[config.mk]
export PLATFORM = sky130hd
export DESIGN_NAME = ball_centroid_tracker
export DESIGN_NICKNAME = d
export VERILOG_FILES = /design/src/rtl/ball_track_pkg.sv /design/src/rtl/seq_divider.sv /design/src/rtl/ball_centroid_tracker.sv
export SDC_FILE = /design/constraint.sdc
export NUM_CORES = 1
export LEC_CHECK = 0
export BUFFER_PORTS_ARGS = -buffer_cell sky130_fd_sc_hd__buf_2
export CORE_MARGIN = 1.5
export CORE_UTILIZATION = 45
export CTS_BUF_LIST = sky130_fd_sc_hd__clkbuf_4 sky130_fd_sc_hd__clkbuf_8
export DETAILED_ROUTE_END_ITERATION = 10
export GPL_TIMING_DRIVEN = 0
export PLACE_DENSITY_LB_ADDON = 0.15
export RECOVER_POWER = 25
export SLEW_MARGIN = 20
export SYNTH_ARGS = -nofsm -noshare
export SYNTH_HDL_FRONTEND = slang
export SYNTH_HIERARCHICAL = 1
export SYNTH_SLANG_ARGS = --single-unit
[constraint.sdc]
create_clock -name pclk -period 5.8 [get_ports pclk]
set_clock_uncertainty 0.05 [all_clocks]
set_input_delay 0.29 -clock pclk [delete_from_list [all_inputs] [get_ports pclk]]
set_output_delay 0.29 -clock pclk [all_outputs]
set_load 0.1 [all_outputs]
[src/rtl/ball_track_pkg.sv]
// Shared constants and FSM encoding for the ball centroid tracker.
// Frame geometry, accumulator widths and the result FSM state type.
package ball_track_pkg;

    localparam int H_ACTIVE = 320;
    localparam int V_ACTIVE = 240;

    localparam int SUM_W = 25;
    localparam int CNT_W = 17;

    typedef enum logic [1:0] {
        ST_IDLE,
        ST_DIV,
        ST_DONE
    } trk_state_t;

endpackage

[src/rtl/seq_divider.sv]
// Restoring unsigned divider, one quotient bit per clock.
// Ports: pclk, rst (async high), start/dividend/divisor in,
//        done (final step this cycle), quotient (valid with done).
module seq_divider #(
    parameter int DIVIDEND_W = 25,
    parameter int DIVISOR_W  = 17
) (
    input  logic                  pclk,
    input  logic                  rst,
    input  logic                  start,
    input  logic [DIVIDEND_W-1:0] dividend,
    input  logic [DIVISOR_W-1:0]  divisor,
    output logic                  done,
    output logic [DIVIDEND_W-1:0] quotient
);

    localparam int STEP_W = $clog2(DIVIDEND_W);

    logic [DIVIDEND_W-1:0] quo_q;
    logic [DIVIDEND_W-1:0] quo_n;
    logic [DIVISOR_W-1:0]  rem_q;
    logic [DIVISOR_W-1:0]  rem_n;
    logic [DIVISOR_W-1:0]  dsr_q;
    logic [DIVISOR_W:0]    trial;
    logic [DIVISOR_W:0]    diff;
    logic [STEP_W-1:0]     step_q;
    logic                  run_q;
    logic                  ge;

    // Remainder stays below the divisor, so it fits in DIVISOR_W
    // bits; one extra bit is needed only for the shifted trial.
    always_comb begin
        trial = {rem_q, quo_q[DIVIDEND_W-1]};
        diff  = trial - {1'b0, dsr_q};
        ge    = (trial >= {1'b0, dsr_q});
        rem_n = ge ? diff[DIVISOR_W-1:0] : trial[DIVISOR_W-1:0];
        quo_n = {quo_q[DIVIDEND_W-2:0], ge};
    end

    // The last step's result is offered combinationally so the
    // caller can register it in the same cycle as done.
    assign done     = run_q && (step_q == STEP_W'(DIVIDEND_W - 1));
    assign quotient = quo_n;

    always_ff @(posedge pclk or posedge rst) begin
        if (rst) begin
            quo_q  <= '0;
            rem_q  <= '0;
            dsr_q  <= '0;
            step_q <= '0;
            run_q  <= 1'b0;
        end else if (start) begin
            quo_q  <= dividend;
            rem_q  <= '0;
            dsr_q  <= divisor;
            step_q <= '0;
            run_q  <= 1'b1;
        end else if (run_q) begin
            quo_q  <= quo_n;
            rem_q  <= rem_n;
            step_q <= step_q + 1'b1;
            if (done)
                run_q <= 1'b0;
        end
    end

endmodule

[src/rtl/ball_centroid_tracker.sv]
// Colour-threshold ball tracker: per-pixel mask plus frame centroid.
// Ports: pclk, rst, vsync/we/din in; mask_we/mask_dout,
//        ball_x/ball_y/pixel_count/found/result_valid/busy out.
module ball_centroid_tracker #(
    parameter int          H_ACTIVE   = ball_track_pkg::H_ACTIVE,
    parameter int          V_ACTIVE   = ball_track_pkg::V_ACTIVE,
    parameter logic [4:0]  R_MIN      = 5'd20,
    parameter logic [5:0]  G_MAX      = 6'd24,
    parameter logic [4:0]  B_MAX      = 5'd12,
    parameter logic [16:0] MIN_PIXELS = 17'd16
) (
    input  logic        pclk,
    input  logic        rst,
    input  logic        vsync,
    input  logic        we,
    input  logic [15:0] din,
    output logic        mask_we,
    output logic [15:0] mask_dout,
    output logic [8:0]  ball_x,
    output logic [7:0]  ball_y,
    output logic [16:0] pixel_count,
    output logic        found,
    output logic        result_valid,
    output logic        busy
);

    import ball_track_pkg::*;

    logic             vsync_d;
    logic [8:0]       x_cnt;
    logic [7:0]       y_cnt;
    logic [SUM_W-1:0] sum_x;
    logic [SUM_W-1:0] sum_y;
    logic [CNT_W-1:0] acc_cnt;
    logic [CNT_W-1:0] snap_cnt;

    logic in_frame;
    logic pix_ok;
    logic colour_hit;
    logic hit;
    logic frame_end;
    logic below_min;

    trk_state_t state_q;
    trk_state_t state_d;
    logic       div_start;
    logic       done_x;
    logic       done_y;
    logic       div_done;

    logic [SUM_W-1:0] quo_x;
    logic [SUM_W-1:0] quo_y;
    logic             unused_quo;

    assign in_frame   = (y_cnt < 8'(V_ACTIVE));
    assign pix_ok     = we && !vsync && in_frame;
    assign colour_hit = (din[15:11] >= R_MIN)
                     && (din[10:5]  <= G_MAX)
                     && (din[4:0]   <= B_MAX);
    assign hit        = pix_ok && colour_hit;
    assign frame_end  = vsync && !vsync_d;
    assign below_min  = (acc_cnt < MIN_PIXELS);
    assign div_done   = done_x && done_y;
    assign unused_quo = ^{quo_x[SUM_W-1:9], quo_y[SUM_W-1:8]};

    always_ff @(posedge pclk or posedge rst) begin
        if (rst)
            vsync_d <= 1'b0;
        else
            vsync_d <= vsync;
    end

    // Raster position; once y_cnt reaches V_ACTIVE it stays there
    // until blanking, so surplus strobes are dropped.
    always_ff @(posedge pclk or posedge rst) begin
        if (rst) begin
            x_cnt <= '0;
            y_cnt <= '0;
        end else if (vsync) begin
            x_cnt <= '0;
            y_cnt <= '0;
        end else if (pix_ok) begin
            if (x_cnt == 9'(H_ACTIVE - 1)) begin
                x_cnt <= '0;
                y_cnt <= y_cnt + 8'd1;
            end else begin
                x_cnt <= x_cnt + 9'd1;
            end
        end
    end

    // hit needs vsync low and frame_end needs it high, so the
    // clear and the add never collide.
    always_ff @(posedge pclk or posedge rst) begin
        if (rst) begin
            sum_x   <= '0;
            sum_y   <= '0;
            acc_cnt <= '0;
        end else if (frame_end) begin
            sum_x   <= '0;
            sum_y   <= '0;
            acc_cnt <= '0;
        end else if (hit) begin
            sum_x   <= sum_x + SUM_W'(x_cnt);
            sum_y   <= sum_y + SUM_W'(y_cnt);
            acc_cnt <= acc_cnt + 1'b1;
        end
    end

    always_ff @(posedge pclk or posedge rst) begin
        if (rst)
            snap_cnt <= '0;
        else if (frame_end)
            snap_cnt <= acc_cnt;
    end

    always_ff @(posedge pclk or posedge rst) begin
        if (rst) begin
            mask_we   <= 1'b0;
            mask_dout <= '0;
        end else begin
            mask_we   <= we;
            mask_dout <= {16{hit}};
        end
    end

    seq_divider #(
        .DIVIDEND_W (SUM_W),
        .DIVISOR_W  (CNT_W)
    ) u_div_x (
        .pclk     (pclk),
        .rst      (rst),
        .start    (div_start),
        .dividend (sum_x),
        .divisor  (acc_cnt),
        .done     (done_x),
        .quotient (quo_x)
    );

    seq_divider #(
        .DIVIDEND_W (SUM_W),
        .DIVISOR_W  (CNT_W)
    ) u_div_y (
        .pclk     (pclk),
        .rst      (rst),
        .start    (div_start),
        .dividend (sum_y),
        .divisor  (acc_cnt),
        .done     (done_y),
        .quotient (quo_y)
    );

    always_ff @(posedge pclk or posedge rst) begin
        if (rst)
            state_q <= ST_IDLE;
        else
            state_q <= state_d;
    end

    // A new frame edge overrides whatever is in flight, which is
    // how an unfinished division gets abandoned.
    always_comb begin
        state_d   = state_q;
        div_start = 1'b0;
        if (frame_end) begin
            div_start = !below_min;
            state_d   = below_min ? ST_DONE : ST_DIV;
        end else begin
            unique case (state_q)
                ST_IDLE: state_d = ST_IDLE;
                ST_DIV:  if (div_done) state_d = ST_DONE;
                ST_DONE: state_d = ST_IDLE;
                default: state_d = ST_IDLE;
            endcase
        end
    end

    // Results are written on the way into DONE so they appear
    // together with result_valid.
    always_ff @(posedge pclk or posedge rst) begin
        if (rst) begin
            ball_x      <= '0;
            ball_y      <= '0;
            pixel_count <= '0;
            found       <= 1'b0;
        end else if (frame_end && below_min) begin
            pixel_count <= acc_cnt;
            found       <= 1'b0;
        end else if (state_q == ST_DIV && div_done) begin
            ball_x      <= quo_x[8:0];
            ball_y      <= quo_y[7:0];
            pixel_count <= snap_cnt;
            found       <= 1'b1;
        end
    end

    assign result_valid = (state_q == ST_DONE);
    assign busy         = (state_q == ST_DIV);

endmodule

# After elaboration in Yosys (flattened, before gate mapping)
# Index checks and enable logic that the tools add are counted.
[classes] magnitude_cmp=7 mux=41 n_eq_ne=6 bitwise_logic=1 reduce_logical=22 addsub=9
[op_table] op="25-bit two-way mux" n=8
[op_table] op="17-bit two-way mux" n=10
[op_table] op="18-bit by 17-bit greater-or-equal comparator with 1-bit output" n=2
[op_table] op="17-bit subtractor" n=2
[op_table] op="9-bit two-way mux" n=3
[op_table] op="25-bit by 8-bit adder with 25-bit output" n=1
[op_table] op="25-bit by 9-bit adder with 25-bit output" n=1
[op_table] op="8-bit two-way mux" n=3
[op_table] op="5-bit two-way mux" n=4
[op_table] op="17-bit by 1-bit adder with 17-bit output, second input constant" n=1
[op_table] op="17-bit by 5-bit less-than comparator with 1-bit output, second input constant" n=1
[op_table] op="2-bit nonzero test" n=6
[op_table] op="1-bit logical AND" n=11
[op_table] op="5-bit by 1-bit adder with 5-bit output, second input constant" n=2
[op_table] op="5-bit equality test, second input constant" n=2
[op_table] op="9-bit by 1-bit adder with 9-bit output, second input constant" n=1
[op_table] op="9-bit equality test, second input constant" n=1
[op_table] op="1-bit two-way mux" n=9
[op_table] op="8-bit by 1-bit adder with 8-bit output, second input constant" n=1
[op_table] op="8-bit less-than comparator, second input constant" n=1
[op_table] op="2-bit two-way mux" n=4
[op_table] op="6-bit by 5-bit less-or-equal comparator with 1-bit output, second input constant" n=1
[op_table] op="5-bit greater-or-equal comparator, second input constant" n=1
[op_table] op="5-bit by 4-bit less-or-equal comparator with 1-bit output, second input constant" n=1
[op_table] op="6 further kinds" n=9
[totals] inputBits=20 word_cells=109 ff_bits=254 out_inout_bits=54

# Longest topological paths before layout
# Gate-level depths: netlist of the first run.
[depth] word_depth=6 depth_mapped=11 depth_no_buf=10

# Hierarchy
# Netlist of the first run, hierarchy kept.
[by_module_without_submodules] module="seq_divider" cells_each=479 n_inst=2 seq_area_each_um2=1626.6 area_per_inst_um2=4241.6
[by_module_without_submodules] module="ball_centroid_tracker" cells_each=735 n_inst=1 seq_area_each_um2=3528.4 area_per_inst_um2=7200.7

# Worst setup path after synthesis of the first run
# No wires, ideal clock.
[synth_timing] kind="flip-flop to flip-flop" from="register state_q[1]" to="register ball_x[0]" arrival_time_ps=2916 n_path_buf=3 period_less_slack_ps=3092 setup_slack_ps=2708 setup_time_ps=126 t_required_ps=5624 path_stages_with_launch=8 path_cell_list="dfrtp_1 > nor2b_1 > and3_1 > clkbuf_1 > nand2b_1 > buf_2 > buf_4 > mux2_2"
[synth_between] elab_chain_cells=3
[synth_rtl] item="from (decl)" line="ball_centroid_tracker.sv:44" source="trk_state_t state_q;"
[synth_rtl] item="from (signal assigned)" line="ball_centroid_tracker.sv:157" source="state_q <= state_d;"
[synth_rtl] item="2-bit by 1-bit equality test with 1-bit output"
[synth_rtl] item="named net busy" line="ball_centroid_tracker.sv:24" source="output logic busy"
[synth_rtl] item="1-bit logical AND" line="ball_centroid_tracker.sv:189" source="end else if (state_q == ST_DIV && div_done) begin"
[synth_rtl] item="2-bit AND reduction (no line)"
[synth_rtl] item="to (signal assigned)" line="ball_centroid_tracker.sv:190" source="ball_x <= quo_x[8:0];"
[synth_rtl] item="to (decl)" line="ball_centroid_tracker.sv:19" source="output logic [8:0] ball_x,"
# The timed path passes the listed nets, and every way through them passes these cells.
# A chain may end at the register's enable or synchronous reset.

# Worst setup path after layout of the first run
[layout_timing] from="input vsync" to="register u_div_y.quo_q[0]"
[layout_between] elab_chain_cells=3 elab_cells_between_ends=4 classes_between="mux (2); reduce/logical (2)"
[layout_rtl] item="from (decl)" line="ball_centroid_tracker.sv:14" source="input logic vsync,"
[layout_rtl] item="1-bit logical AND *" line="ball_centroid_tracker.sv:61" source="assign frame_end = vsync && !vsync_d;"
[layout_rtl] item="1-bit two-way mux *" line="ball_centroid_tracker.sv:165" source="if (frame_end) begin"
[layout_rtl] item="named net div_start" line="ball_centroid_tracker.sv:46" source="logic div_start;"
[layout_rtl] item="25-bit two-way mux or 2-bit nonzero test (tied branches)"
[layout_rtl] item="to (signal assigned)" line="seq_divider.sv:53" source="quo_q <= dividend;"
[layout_rtl] item="to (signal assigned)" line="seq_divider.sv:59" source="quo_q <= quo_n;"
[layout_rtl] item="to (decl)" line="seq_divider.sv:19" source="logic [DIVIDEND_W-1:0] quo_q;"
# Mark *: on every way through the listed nets, which the timed path passes. The rest lies on a longest branch.

==> qor.yml, run 1 <==
num_vias: 13000
p_switching_mw: 2.92
die_height_um: 188
drv_slew: 162
wirelength_um: 40900
slowest_delay_ns: 0.70
netlist_instances: 1660
violations: "max-capacitance violations, max-slew violations"
cp_max_fo: 10
overflow: 0
min_path_type: "input pin to register"
required_ns: 6.23
outcome: "finished, violations left"
instances_no_fill: 2277
slew_headroom_pct: -122
layout-drive-gt1-share_pct: 15.0
yosysWarnings: 6
path_cells: "dlygate4sd3_1 > clkbuf_1 > clkbuf_1 > nand2b_1 > clkbuf_1 > clkbuf_1 > nor2_1 > clkbuf_1 > buf_1 > clkbuf_1 > nand2_1 > o31ai_1"
num_rows: 67
start_kind: "input pin"
core_mm2: 0.0336
holdWs_ns: 0.276
swShare_pct: 38.2
dr.pass1.iters: 5
nets: 1870
synth_area_mm2: 0.0154
postRouteAntennaNets: 0
cts_resized: 0
worst-setup-path-type: "input pin to register"
setup_viol: 0
first_iter_violations: 989
finalHoldViolCount: 0
grt_max_degree: 73
ioPinCount: 74
via_per_inst: 5.72
dieArea_mm2: 0.0354
arrival_ns: 4.43
clkTransAtPathRegs_ns: 0.06
holdCritStartpoint: "din[15]"
synth.net_count: 1742
clkSinkCount: 271
antenna_found_initial: 0
cts_buffers: 49
rsz0062_at_grt: "false"
power.share.clock_pct: 26.2
die_w_um: 188
finalCritPeriodShare_pct: 68.9
hpwl_um: 29600
synth_area_per_cell_um2: 9.30
max_slew.worst_pin.slew_ns: 3.31
fill_cells: 3178
grt_pass1_wl_um: 66700
postCtsSetupRepairBufs: 0
pwr-share-comb_pct: 40.5
cp_slowest_cell: "nor2_1"
root_buffer: "clkbuf_8"
max-vdd-ir-drop_mv: 0.233
ctsHtreeMaxLevel: 2
ctsHoldBuffers: 3
antenna_cells: 0
numPortBuffers: 71
end_kind: "register"
grt_use_total_pct: 23.2
cap_violations: 3
cpMostUsedCell: "clkbuf_1"
cts_tree: "built"
place.gp.congestion: 0.888
first_global_vias: 12400
clk_latency_ns: 0.59
dp.cells: 2182
p_seq_share_pct: 33.3
remaining_drc_errors: 0
cellPowerDensity_mw_per_mm2: 435
period_needed_ns: 4.00
initial_core_util_pct: 45.9
wl_per_cell_um: 17.9
max_clock_freq_mhz: 250
area_growth_pct: 13.7
startpoint: "vsync"
cts_buffer_depth: 3
leakagePower_nw: 7.82
r2r-start: "vsync_d$_DFF_PP0_"
internal_power_mw: 4.72
## metal layers
layer / routed length (um) / track usage [%] / vias up / share of wire [%]
li1: - / - / 6219 / -
met1: 19400 / 33.8 / 6357 / 48
met2: 18300 / 35.8 / 371 / 45
met3: 2150 / 3.28 / 73 / 5.3
met4: 1000 / 7.32 / 0 / 2.5
met5: 0 / 0 / - / 0
## worst max-delay path: cells and delay by family
| family | cells | cell delay [ns] |
|---|---|---|
| buffers and inverters | 8 | 3.11 |
| AOI/OAI and AO/OA | 1 | 0.09 |
| and+or+nand+nor | 3 | 0.93 |
## sequential cells by signal, summed over array words and instances, names as in the netlist, 17 cells and up
name / count
sum_x: 25
u_div_y/dsr_q: 17
u_div_x/dsr_q: 17
u_div_y/rem_q: 17
sum_y: 25
acc_cnt: 17
u_div_x/rem_q: 17
u_div_x/quo_q: 25
pixel_count: 17
snap_cnt: 17
u_div_y/quo_q: 25
## layout make-up
| class | count | area [um2] | area share (%) |
|---|---|---|---|
| flip-flops and latches | 271 | 6780 | 38.6 |
| clock inverters | 11 | 85.1 | 0.485 |
| inverters | 67 | 255 | 1.45 |
| multi-input cells | 1199 | 7740 | 44.1 |
| well taps | 448 | 561 | 3.19 |
| plain buffers | 123 | 658 | 3.75 |
| clock buffers | 81 | 1040 | 5.92 |
| repair buffers | 77 | 433 | 2.47 |
## path summary, 6_finish.rpt
kind / end / slack, ns / cells past startpoint
min in group asynchronous: u_div_x/rem_q[12]$_DFFE_PP0P_ / 0.38 / 3
hold / removal: acc_cnt[2]$_DFFE_PP0P_ / 0.28 / 5
setup reg to reg: u_div_y/quo_q[0]$_DFFE_PP0P_ / 2.18 / 9
hold reg to reg: sum_x[24]$_DFFE_PP0P_ / 0.43 / 1
setup / recovery: u_div_y/quo_q[0]$_DFFE_PP0P_ / 1.80 / 12
max in group asynchronous: u_div_x/dsr_q[5]$_DFFE_PP0P_ / 2.11 / 4
## through the flow
step	power (mW)	setup TNS [ns]	setup slack [ns]	area (um2)	utilization, %
2_1_floorplan	4.90	0	1.68	15400	-
3_3_place_gp	5.54	-54.94	-0.402	16400	48.6
3_5_place_dp	5.61	0	1.76	16400	48.9
4_1_cts	7.65	0	1.83	17600	52.3
5_1_grt	8.16	0	1.34	17600	52.2
6_report	7.64	0	1.80	17600	52.2
## power by group through the flow
stage	sequential (mW)	clock [mW]	combinational (mW)
3_5_place_dp	2.57	0	3.04
5_1_grt	2.59	2.14	3.42
2_1_floorplan	2.49	0	2.40
3_3_place_gp	2.56	0	2.98
4_1_cts	2.54	2.05	3.06
6_report	2.54	2.00	3.09
## cell usage in the layout (no fill, tap or decap), types with 10 or more instances in the layout
| cell | n |
|---|---|
| mux2_2 | 22 |
| a21o_1 | 12 |
| o31ai_1 | 22 |
| o21ai_1 | 18 |
| inv_1 | 63 |
| o21a_1 | 10 |
| nor2_1 | 89 |
| nand2b_1 | 21 |
| and4_1 | 10 |
| clkbuf_4 | 12 |
| nand3_1 | 72 |
| nand4_1 | 22 |
| or4_1 | 15 |
| o211ai_1 | 14 |
| clkbuf_1 | 60 |
| o21ai_0 | 118 |
| and3_1 | 17 |
| buf_2 | 83 |
| o41ai_1 | 11 |
| buf_4 | 41 |
| nor3_1 | 16 |
| ha_1 | 58 |
| xnor2_1 | 33 |
| mux2i_1 | 70 |
| a21oi_1 | 75 |
| clkbuf_8 | 69 |
| a31oi_1 | 12 |
| a311oi_1 | 26 |
| nor4_1 | 13 |
| nor3b_1 | 20 |
| dfrtp_1 | 271 |
| xor2_1 | 24 |
| o311ai_0 | 10 |
| nand2_1 | 246 |
Power figures use the tool's default switching activity.
==> run 2, diff against run 1 <==
clock period = 3.24 ns   (was 5.8 ns; I/O delays follow)
==> run 2 against run 1 <==
Effect of this change:
- the flow now finishes without violations
- clock-buffer cell count is 4 lower
- sequential share of layout area hardly changed
- core utilization hardly changed
- sequential power is 79% higher
- worst setup slack worse by 1.6 ns
- total power is 77% higher
- non-clock buffer count is 5 higher
- flip-flop and latch count stayed put
- combinational power is 80% higher
- register-to-register slack worse by 2.0 ns
- die area stayed put
- hold slack worse by 0.26 ns
- largest power group unchanged
==> qor.yml, run 2 (synthesis results as in run 1) <==
clkSinkCount: 271  # unchanged
max_slew.worst_pin.slew_ns: 1.36  # -1.95 ns
cp_max_fo: 10  # unchanged
cts_buffer_depth: 3  # unchanged
max-vdd-ir-drop_mv: 0.336  # +44%
min_path_type: "input pin to register"
first_global_vias: 12600  # +1.6%
final_core_util_pct: 52.2  # about the same
drv_slew: 0  # -100%
root_buffer: "clkbuf_8"
path_cells: "nand2b_1 > clkbuf_1 > clkbuf_1 > nor2_4 > clkbuf_1 > buf_2 > clkbuf_1 > nand2_1 > o21ai_0"
clkTransAtPathRegs_ns: 0.06  # about the same
fill_cells: 3140  # -1.2%
cap_violations: 0  # -3
initial_core_util_pct: 45.9  # unchanged
overflow: 0  # unchanged
remaining_drc_errors: 0  # unchanged
antenna_found_initial: 0  # unchanged
cellPowerDensity_mw_per_mm2: 772  # +77%
die_height_um: 188  # unchanged
period_needed_ns: 3.02
nets: 1875  # +0.27%
wl_per_cell_um: 18.2  # +1.2%
clk_latency_ns: 0.59  # about the same
path_buf_inv: 5  # -3
postCtsSetupRepairBufs: 0  # unchanged
dpl_worst_slack_ns: -0.593  # -2.35 ns
first_iter_violations: 991  # +0.20%
setup_viol: 0  # unchanged
max_clock_freq_mhz: 331
finalHoldViolCount: 0  # unchanged
num_vias: 13200  # +1.1%
worst-setup-path-type: "register to register"
arrival_ns: 3.46  # -0.97 ns
final_common_cell: "dfrtp_1"
total_power_mw: 13.5  # +77%
num_rows: 67  # unchanged
core_mm2: 0.0336  # unchanged
layout.cells.most_common_list: "dfrtp_1 (271), nand2_1 (246), o21ai_0 (118), nor2_1 (88), buf_2 (85)"
ctsHtreeMaxLevel: 2  # unchanged
finalWorstSetupSlack_ns: 0.219  # -1.58 ns
outcome: "finished clean"
layout-drive-gt1-share_pct: 15.3  # +0.27 points
place.gp.congestion: 0.919  # +3.4%
antenna_cells: 0  # unchanged
wirelength_um: 41300  # +1.2%
dieArea_mm2: 0.0354  # unchanged
rsz0062_at_grt: "false"
grt_max_degree: 49  # -33%
numPortBuffers: 71  # unchanged
ioPinCount: 74  # unchanged
cp_slowest_cell: "clkbuf_1"
end_kind: "register"
start_kind: "register"
grt_use_total_pct: 23.6  # +0.37 points
slowest_delay_ns: 0.40  # -0.30 ns
slew_headroom_pct: 8.85  # +130 points
grt_pass1_wl_um: 67700  # +1.5%
area_growth_pct: 13.7  # about the same
required_ns: 3.68  # -2.55 ns
dr.pass1.iters: 7  # +2
via_per_inst: 5.78  # +1.1%
cp_top_family: "buffers and inverters"
cts_buffers: 49  # unchanged
postRouteAntennaNets: 0  # unchanged
cts_tree: "built"
cpMostUsedCell: "clkbuf_1"
leakagePower_nw: 7.83  # about the same
hpwl_um: 29900  # +1.1%
finalCritPeriodShare_pct: 93.2
holdWs_ns: 0.0176  # -0.258 ns
die_w_um: 188  # unchanged
## run 2: report_power, final
group / switching (mW) / internal (mW)
Sequential: 0.484 / 4.07
Combinational: 3.28 / 2.28
Clock: 1.47 / 1.97
## run 2: stage by stage
stage               instances  TNS (ns)  cell area (um2)
floorplan                1660         0            15400
global placement         2179    -47.91            16400
detailed placement       2186    -48.18            16500
CTS                      2277         0            17600
global route             2277         0            17600
finish                   2277         0            17600
## run 2: worst register-to-register path, stage by stage, from the launching register on
cell and delay [ns]:
dfrtp_1 0.37, nand2b_1 0.14, clkbuf_1 0.30, clkbuf_1 0.36, nor2_4 0.35, clkbuf_1 0.39
buf_2 0.36, clkbuf_1 0.40, nand2_1 0.12, o21ai_0 0.10
## run 2: final timing paths
check	endpoint	cells after the start	slack, ns	from
max in group asynchronous	mask_dout[0]$_DFF_PP0_	6	0.90	rst
min in group asynchronous	ball_x[0]$_DFFE_PP0P_	3	0.34	rst
max reg2reg	u_div_y/dsr_q[4]$_DFFE_PP0P_	9	0.22	vsync_d$_DFF_PP0_
max	u_div_y/dsr_q[4]$_DFFE_PP0P_	9	0.22	vsync_d$_DFF_PP0_
min reg2reg	snap_cnt[4]$_DFFE_PP0P_	2	0.43	snap_cnt[4]$_DFFE_PP0P_
min	y_cnt[5]$_DFFE_PP0P_	3	0.02	vsync
## run 2: what timing repair did
action	4_1_cts	5_1_grt
resized for setup	3	7
setup endpoints to repair	91	72
hold endpoints to repair	172	0
hold buffers	4	0
## run 2: area by class of cell
class,instances,area [um2],area share [%]
flip-flops and latches,271,6780,38.6
clock buffers,77,966,5.50
repair buffers,82,493,2.81
well taps,448,561,3.19
plain buffers,123,664,3.78
inverters,67,255,1.45
clock inverters,10,82.6,0.470
multi-input cells,1199,7750,44.2
## run 2: routing by layer
metal  part of all wire (%)  track usage (%)
met2                     46             37.2
met4                    2.0             6.49
met1                     47             33.7
met3                    5.6             3.73
met5                      0                0
==> run 3, diff against run 2 <==
BUFFER_PORTS_ARGS = -buffer_cell sky130_fd_sc_hd__buf_4   (was -buffer_cell sky130_fd_sc_hd__buf_2)
==> run 3 against run 2 <==
Effect of this change:
- via count is 0.22% lower
- non-clock buffer count is 1 lower
- wire length is 1.0% lower
- global-route usage down 0.37 points
- design area is 1.3% higher
- critical path depth decreased by 1
- flip-flop and latch count unchanged
- combinational power hardly changed
- sequential share of layout area decreased by 0.48 points
- worst setup slack better by 0.096 ns
- core utilization grew 0.66 points
- largest cell class unchanged
==> qor.yml, run 3 (synthesis results as in run 1) <==
outcome: "finished clean"
num_vias: 13100  # -0.22%
place_area_mm2: 0.0167  # +1.0%
multiInputGateArea_mm2: 0.00775  # unchanged
cp-endpoint: "ball_x[0]$_DFFE_PP0P_"
dpl_worst_slack_ns: -0.581  # +0.0119 ns
hpwl_um: 29800  # -0.30%
leakagePower_nw: 7.87  # +0.57%
cp_slowest_cell: "nor2_1"
max_slew.worst_pin.slew_ns: 1.47  # +0.113 ns
required_ns: 3.63  # -0.05 ns
setup_viol: 0  # unchanged
root_buffer: "clkbuf_8"
die_w_um: 188  # unchanged
cp_top_family: "compound AO/OA/AOI/OAI gates"
die_height_um: 188  # unchanged
cts_buffers: 49  # unchanged
finalCritPeriodShare_pct: 90.3  # -3.0 points
cap_violations: 0  # unchanged
postRouteAntennaNets: 0  # unchanged
layout-drive-gt1-share_pct: 15.4  # +0.16 points
finalHoldViolCount: 0  # unchanged
first_iter_violations: 954  # -3.7%
cellPowerDensity_mw_per_mm2: 768  # -0.44%
grt_max_degree: 48  # -2.0%
fill_cells: 3137  # -0.096%
first_global_vias: 12500  # -1.1%
end_kind: "register"
dr.pass1.iters: 7  # unchanged
initial_core_util_pct: 45.9  # unchanged
ff_latch_area_mm2: 0.00678  # unchanged
max-vdd-ir-drop_mv: 0.438  # +31%
grt_use_total_pct: 23.3  # -0.37 points
core_mm2: 0.0336  # unchanged
layout.cells.most_common_list: "dfrtp_1 (271), nand2_1 (246), o21ai_0 (118), buf_4 (109), nor2_1 (88)"
area_growth_pct: 15.2
nets: 1874  # -0.053%
num_rows: 67  # unchanged
cp_max_fo: 8  # -2
via_per_inst: 5.76  # -0.26%
startpoint: "u_div_x/rem_q[14]$_DFFE_PP0P_"
ctsHtreeMaxLevel: 2  # unchanged
antenna_cells: 0  # unchanged
numPortBuffers: 71  # unchanged
path_cells: "ha_1 > a21o_1 > a211o_1 > a31o_1 > nor2_1 > inv_1 > buf_4 > mux2_2"
grt_pass1_wl_um: 67000  # -1.1%
overflow: 0  # unchanged
min_path_type: "input pin to register"
max_clock_freq_mhz: 342  # +3.3%
slowest_delay_ns: 0.62  # +0.22 ns
tns_ns: 0  # unchanged
design_area_mm2: 0.0178  # +1.3%
final_common_cell: "dfrtp_1"
worst-setup-path-type: "register to register"
drv_slew: 0  # unchanged
postCtsSetupRepairBufs: 0  # unchanged
period_needed_ns: 2.93  # -0.0957 ns
remaining_drc_errors: 0  # unchanged
place.gp.congestion: 0.929  # +1.1%
slew_headroom_pct: 1.68  # -7.2 points
start_kind: "register"
clk_latency_ns: 0.58  # about the same
dieArea_mm2: 0.0354  # unchanged
ioPinCount: 74  # unchanged
timing.rr.end: "ball_x[0]$_DFFE_PP0P_"
worst-path-stages: 8  # -1
cts_buffer_depth: 3  # unchanged
rr_worst_depth: 8  # -1
wl_per_cell_um: 18.0  # -1.1%
regToRegSetupSlack_ns: 0.31  # +0.10 ns
cts_tree: "built"
clkSinkCount: 271  # unchanged
antenna_found_initial: 0  # unchanged
rsz0062_at_grt: "false"
finalWorstSetupSlack_ns: 0.315  # +0.0957 ns
wirelength_um: 40900  # -1.0%
r2r-start: "u_div_x/rem_q[14]$_DFFE_PP0P_"
min_path_cells: 3  # unchanged
path_buf_inv: 2  # -3
clkTransAtPathRegs_ns: 0.06  # about the same
arrival_ns: 3.32  # -0.14 ns
## run 3: how the worst min path moves through the flow
stage / start / endpoint / slack [ns]
global route: vsync / y_cnt[3]$_DFFE_PP0P_ / 0.08
CTS: vsync / y_cnt[3]$_DFFE_PP0P_ / 0.03
finish: vsync / y_cnt[3]$_DFFE_PP0P_ / 0.06
detailed placement: rst / u_div_x/rem_q[13]$_DFFE_PP0P_ / 0.15
global placement: we / mask_we$_DFF_PP0_ / 0.24
floorplan: we / mask_we$_DFF_PP0_ / 0.14
## run 3: what timing repair did
item,CTS,global route
gates resized for setup,3,10
endpoints found under the hold margin,169,0
endpoints found under the setup margin,92,80
hold buffers,3,0
## run 3: cell type report
| cell class | count | share of cell area, % |
|---|---|---|
| plain buffers | 123 | 3.74 |
| clock buffers | 81 | 5.81 |
| clock inverters | 8 | 0.394 |
| inverters | 67 | 1.44 |
| multi-input cells | 1199 | 43.6 |
| flip-flops and latches | 271 | 38.2 |
| well taps | 448 | 3.15 |
| repair buffers | 81 | 3.70 |
## run 3: report_power, final
part	switching [mW]	internal (mW)	leakage, nW
Clock	1.45	2.09	0.583
Sequential	0.488	4.07	3.51
Combinational	3.27	2.29	3.78
Total	5.22	8.44	7.87
## run 3: metal layers
layer,part of all wire (%),global-route usage (%),vias up,routed length [um]
met4,2.5,7.42,0,1010
met2,45,35.3,383,18200
met3,6.0,3.50,69,2440
met1,47,34.1,6466,19200
met5,0,0,-,0
li1,-,-,6214,-
## run 3: stage by stage
| step | instances | total power, mW | hold slack [ns] | util [%] |
|---|---|---|---|---|
| global route | 2278 | 14.6 | 0.0780 | 52.9 |
| CTS | 2278 | 13.7 | 0.0333 | 53.0 |
| finish | 2278 | 13.7 | 0.0644 | 52.9 |
| global placement | 2179 | 9.93 | 0.240 | 49.2 |
| floorplan | 1660 | 8.76 | 0.143 | - |
| detailed placement | 2186 | 10.1 | 0.147 | 49.7 |
## run 3: worst reg2reg max path: stages, from the launching register on
cell     delay, ns
dfrtp_1       0.40
ha_1          0.39
a21o_1        0.22
a211o_1       0.37
a31o_1        0.27
nor2_1        0.62
inv_1         0.09
buf_4         0.15
mux2_2        0.25
